--- src/rtl/psg_lpf_chain.sv ---
// psg_lpf_chain: cascade of first-order IIR low-pass stages for PSG audio.
// The unsigned sample is widened with fractional guard bits. Each stage
// computes y += (in - y) >>> K with K = shift+1, using floor rounding.
// Stage 0 runs every clock, stage 1 on a mid-rate enable, and stages 2+
// on a low-rate enable. The last stage is truncated back to DW bits.
// A bypass path forwards the registered input while the filters keep running.
module psg_lpf_chain #(
    parameter int DW    = 8,
    parameter int GUARD = 4,
    parameter int NSTG  = 4,
    parameter int DIV1  = 11,
    parameter int DIV2  = 101
) (
    input  logic          clk_27m,
    input  logic          reset_n,
    input  logic [DW-1:0] data_in,
    input  logic          bypass,
    input  logic [1:0]    shift,
    output logic [DW-1:0] data_out,
    output logic          out_stb
);

    localparam int IW  = DW + GUARD;
    localparam int C1W = (DIV1 > 2) ? $clog2(DIV1) : 1;
    localparam int C2W = (DIV2 > 2) ? $clog2(DIV2) : 1;

    logic [C1W-1:0] cnt1_reg;
    logic [C2W-1:0] cnt2_reg;
    logic           en1_reg;
    logic           en2_reg;
    logic [IW-1:0]  x0;
    logic [2:0]     k_w;
    logic [IW-1:0]  y_last;
    logic           upd_last;

    assign x0  = {data_in, {GUARD{1'b0}}};
    assign k_w = {1'b0, shift} + 3'd1;

    // Mid-rate enable: one-cycle pulse registered when the counter wraps.
    always_ff @(posedge clk_27m or negedge reset_n) begin
        if (!reset_n) begin
            cnt1_reg <= '0;
            en1_reg  <= 1'b0;
        end else if (cnt1_reg == C1W'(DIV1 - 1)) begin
            cnt1_reg <= '0;
            en1_reg  <= 1'b1;
        end else begin
            cnt1_reg <= cnt1_reg + C1W'(1);
            en1_reg  <= 1'b0;
        end
    end

    // Low-rate enable shared by stages 2 and above.
    always_ff @(posedge clk_27m or negedge reset_n) begin
        if (!reset_n) begin
            cnt2_reg <= '0;
            en2_reg  <= 1'b0;
        end else if (cnt2_reg == C2W'(DIV2 - 1)) begin
            cnt2_reg <= '0;
            en2_reg  <= 1'b1;
        end else begin
            cnt2_reg <= cnt2_reg + C2W'(1);
            en2_reg  <= 1'b0;
        end
    end

    genvar gi;
    generate
        for (gi = 0; gi < NSTG; gi++) begin : stg
            logic [IW-1:0]        y_reg;
            logic [IW-1:0]        in_w;
            logic                 en_w;
            logic signed [IW:0]   diff_w;
            logic signed [IW:0]   step_w;

            if (gi == 0) begin : g_first
                assign in_w = x0;
                assign en_w = 1'b1;
            end else begin : g_chain
                assign in_w = stg[gi-1].y_reg;
                assign en_w = (gi == 1) ? en1_reg : en2_reg;
            end

            // Difference is taken signed one bit wider; the arithmetic shift
            // floors toward minus infinity, so falling steps land exactly.
            assign diff_w = $signed({1'b0, in_w}) - $signed({1'b0, y_reg});
            assign step_w = diff_w >>> k_w;

            // Stage state update on its own enable; result stays in range.
            always_ff @(posedge clk_27m or negedge reset_n) begin
                if (!reset_n) begin
                    y_reg <= '0;
                end else if (en_w) begin
                    y_reg <= IW'($unsigned($signed({1'b0, y_reg}) + step_w));
                end
            end
        end

        assign y_last = stg[NSTG-1].y_reg;

        if (NSTG == 1) begin : g_stb_one
            // Stage 0 updates every clock, so every output is fresh.
            assign upd_last = 1'b1;
        end else begin : g_stb_many
            logic upd_reg;
            logic en_last;
            assign en_last = (NSTG == 2) ? en1_reg : en2_reg;

            // Delay the last-stage enable so the strobe lines up with data_out.
            always_ff @(posedge clk_27m or negedge reset_n) begin
                if (!reset_n) begin
                    upd_reg <= 1'b0;
                end else begin
                    upd_reg <= en_last;
                end
            end
            assign upd_last = upd_reg;
        end
    endgenerate

    // Output register: truncated last stage, or the input in bypass.
    always_ff @(posedge clk_27m or negedge reset_n) begin
        if (!reset_n) begin
            data_out <= '0;
            out_stb  <= 1'b0;
        end else begin
            data_out <= bypass ? data_in : y_last[IW-1:GUARD];
            out_stb  <= bypass ? 1'b1 : upd_last;
        end
    end

endmodule
--- config.mk ---
export PLATFORM = sky130hd
export DESIGN_NAME = psg_lpf_chain
export DESIGN_NICKNAME = d
export VERILOG_FILES = /design/src/rtl/psg_lpf_chain.sv
export SDC_FILE = /design/constraint.sdc
export NUM_CORES = 1
export LEC_CHECK = 0
export CORE_AREA = 8 8 93 178
export CTS_CLUSTER_SIZE = 28
export DETAILED_ROUTE_END_ITERATION = 16
export DIE_AREA = 0 0 101 186
export PLACE_DENSITY = 0.8
export SETUP_SLACK_MARGIN = 0.1
export SYNTH_ARGS = -nofsm -noshare
export SYNTH_HDL_FRONTEND = slang
export SYNTH_SLANG_ARGS = --single-unit
--- constraint.sdc ---
create_clock -name clk_27m -period 4.4 [get_ports clk_27m]
set_input_delay 1.1 -clock clk_27m [delete_from_list [all_inputs] [get_ports clk_27m]]
set_output_delay 1.1 -clock clk_27m [all_outputs]
set_load 0.02 [all_outputs]
==> results.md <==
- Outcome: finished, violations left
- Failing checks: setup timing
- EDFF count, synth: 0
- Hold WC Path Type: flip-flop to flip-flop
- Final Slew Violations: 0
- Final worst slack: -819 ps
- CP endpoint kind: flip-flop
- Tot Pwr: 12.1 mW
- Cell repeated most along the worst path: a21o_1
- Reg2reg setup slack: -820 ps
- Root Buffer: clkbuf_16
- WP data arrival: 5500 ps
- Hold depth: 1
- Initial cell density of the core: 56.1%
- Post-Synthesis Cells: 973
- Buffers & Inverters on Critical Path: 1
- Final cycle utilization of the critical path: 119%
- WL final: 37900 um
- Cells on worst reg2reg path: 19
- CORE AREA: 14300 sq um
- Total track usage: 33.2%
- Final hold slack: 439 ps
- Slew @ Worst Pin: 1030 ps
- Startpoint types: flip-flop
- Placer Congestion: 0.993
- Most frequent cells in the layout: buf_4, nand2_1, ha_1
- Die width: 101 um
- # H-tree levels: 3
- Residual DRC: 0
- Hold Path End: out_stb
- IO Port Bufs: 21
- Sequential element share of the synthesized area: 22.2%
- DIE AREA: 18800 sq um
- Largest register FFs: 48
- Synth warn: 0
- Hold path startpoint: g_stb_many.upd_reg
- Max FO, Critical Path: 3
- Number of clock sinks: 71
- Final hold viol count: 0
- RSZ-0062 raised after global routing: true
- Worst-path clk slew: 80 ps
- Grt ovf: 0
- Worst-path cell chain: inv_1 > ha_1 > o21ai_0 > nand2b_1 > a31o_1 > a21oi_1 > xnor2_1 > mux2_2 > a21oi_2 > o21ai_1 > ha_1 > o21ai_2 > nand2b_1 > a21o_1 > a21o_1 > a21o_1 > a31o_4 > mux2_4 > o211ai_1
- Max Clock Skew: 13.1 ps
- Power Density: 1030 nW/um^2
- Worst EP required: 4680 ps
- Max Clk Rate: 0.192 GHz
- Leak Pwr: 5.60 nW
- Reg2reg end: stg[2].y_reg[10]
- Vias: 10100
- Commonest non-fill, non-tap cell in the layout: buf_4
- Vias in the first global route: 9799
- Slowest CP cell: o21ai_0
- Boundary Pins: 22
- Crit path time final: 5220 ps
- # fillers: 737
- Post-DRT Antenna Nets: 0
- Wire per inst: 26.1 um
- Antenna violations before repair: 2
- Num CTS Buffers: 9
- DIE HEIGHT: 186 um
- Register area: 1780 sq um
- Net Count, Synth: 1086
- Max cap viols: 0
- Multi-input logic area: 6790 sq um
- Peak supply drop: 0.000760 V
- Rows: 62
- Worst skew pair latency: 380 ps
- Detailed Place HPWL: 19300 um
- First-pass detailed-route iteration total: 7
- Layout cells sized above 1: 40.3%
- Pin count of the biggest net entering global routing: 44
- Fraction of registers with async set or reset after synthesis: 100%
- Synth Flop Type: dfrtp_1
- CTS max path bufs: 2
- Routed vias/inst: 6.95
- First-pass GRT wire length: 47900 um
- DR iter-0 viols: 1442
- Type of the worst setup path: flip-flop to flip-flop
- Syn-to-layout area delta: 47.0%
- Crit path max-delay family: compound AO/OA/AOI/OAI gates
- Avg Inst Size Synth: 8.24 sq um
- Max incr delay on CP: 490 ps
- Final Setup Violations: 21
- Number of library cell types mapped by synthesis: 62
- Critical path depth in cells: 19
- CTS tree: built
- R2r startpoint: stg[2].y_reg[6]
- Slew headroom: 31.5%
- Nets: 1367
- Flip-flop and latch count after synthesis: 71
- Synth Cell Area: 8010 sq um
-- kinds of logic after synthesis --
kind of cell / synth area share [%]
multiplexers: 11.2
flip-flops: 22.2
XOR/XNOR: 8.31
AND/OR/NAND/NOR: 14.7
adder cells (fa/ha/maj): 16.3
buffers and inverters: 5.12
AO/OA/AOI/OAI: 22.2
-- area by class of cell --
class	count	share of cell area, %
antenna	2	0.0425
clock buffer	10	1.94
clock inverter	6	0.393
inverter	76	2.50
multi-input combinational	793	57.7
sequential	71	15.2
tap	192	2.04
timing repair buffer	303	20.3
-- how the worst max path moves through the flow --
stage	start	to	slack [ps]
2_1_floorplan	data_in[0]	stg[0].y_reg[11]	-270
3_3_place_gp	data_in[0]	stg[0].y_reg[11]	-910
3_5_place_dp	data_in[0]	stg[0].y_reg[11]	-980
4_1_cts	data_in[4]	stg[0].y_reg[11]	-190
5_1_grt	stg[2].y_reg[6]	stg[2].y_reg[10]	-1120
6_report	stg[2].y_reg[6]	stg[2].y_reg[10]	-820
-- cell usage after synthesis, drive strengths merged, types with 5 or more instances --
cell type | n | area (sq um)
and3 | 5 | 31.3
a21o | 22 | 165
inv | 75 | 282
dfrtp | 71 | 1780
nor2b | 17 | 106
nand2b | 17 | 106
a211oi | 8 | 60.1
or2 | 7 | 43.8
mux2 | 31 | 349
clkbuf | 24 | 90.1
a31o | 5 | 43.8
ha | 93 | 1160
o211ai | 9 | 67.6
nor3 | 16 | 80.1
o211a | 6 | 60.1
xnor2 | 55 | 482
nand4 | 6 | 37.5
nand2 | 94 | 353
nor2 | 59 | 221
o21a | 17 | 128
a21oi | 73 | 365
mux2i | 46 | 460
fa | 7 | 140
o31a | 6 | 52.6
xor2 | 21 | 184
o21bai | 11 | 82.6
nand3 | 14 | 70.1
a31oi | 12 | 90.1
o21ai | 95 | 479
buf | 9 | 35.0
-- report_power, final --
part | switching (mW) | total [mW] | internal, mW
sequential | 0.216 | 1.02 | 0.800
clock | 0.359 | 0.745 | 0.386
combinational | 5.23 | 10.3 | 5.09
total | 5.81 | 12.1 | 6.27
-- metal layers --
metal  share of wire [%]  GRT usage, %
met3                  10          5.96
met1                  31          31.5
met4                  12          28.1
met5                   0             0
met2                  47          59.8
-- through the flow --
stage | utilization (%) | area [sq um] | instances | worst slack (ps) | TNS (ps)
final | 82.5 | 11800 | 1453 | -819 | -6240
after floorplan | - | 8070 | 973 | -266 | -266
after CTS | 77.0 | 11000 | 1416 | -190 | -774
after global routing | 82.5 | 11800 | 1453 | -1120 | -11070
after detailed placement | 69.5 | 9920 | 1356 | -984 | -8670
after global placement | 69.5 | 9920 | 1356 | -914 | -6830
-- worst register-to-register path, cell delays in order, from the launching register on --
cell and delay [ps]:
dfrtp_1 460, inv_1 150, ha_1 480, o21ai_0 500
nand2b_1 200, a31o_1 270, a21oi_1 420, xnor2_1 200
mux2_2 340, a21oi_2 180, o21ai_1 110, ha_1 350
o21ai_2 80, nand2b_1 120, a21o_1 190, a21o_1 180
a21o_1 250, a31o_4 260, mux2_4 290, o211ai_1 100
-- timing repair --
action,4_1_cts,5_1_grt
pin swaps,73,106
setup endpoints to repair,22,26
hold buffers,0,0
setup buffers,47,41
resized for setup,117,124
cloned,0,0
Note: power is estimated with default switching activity, not from simulation.
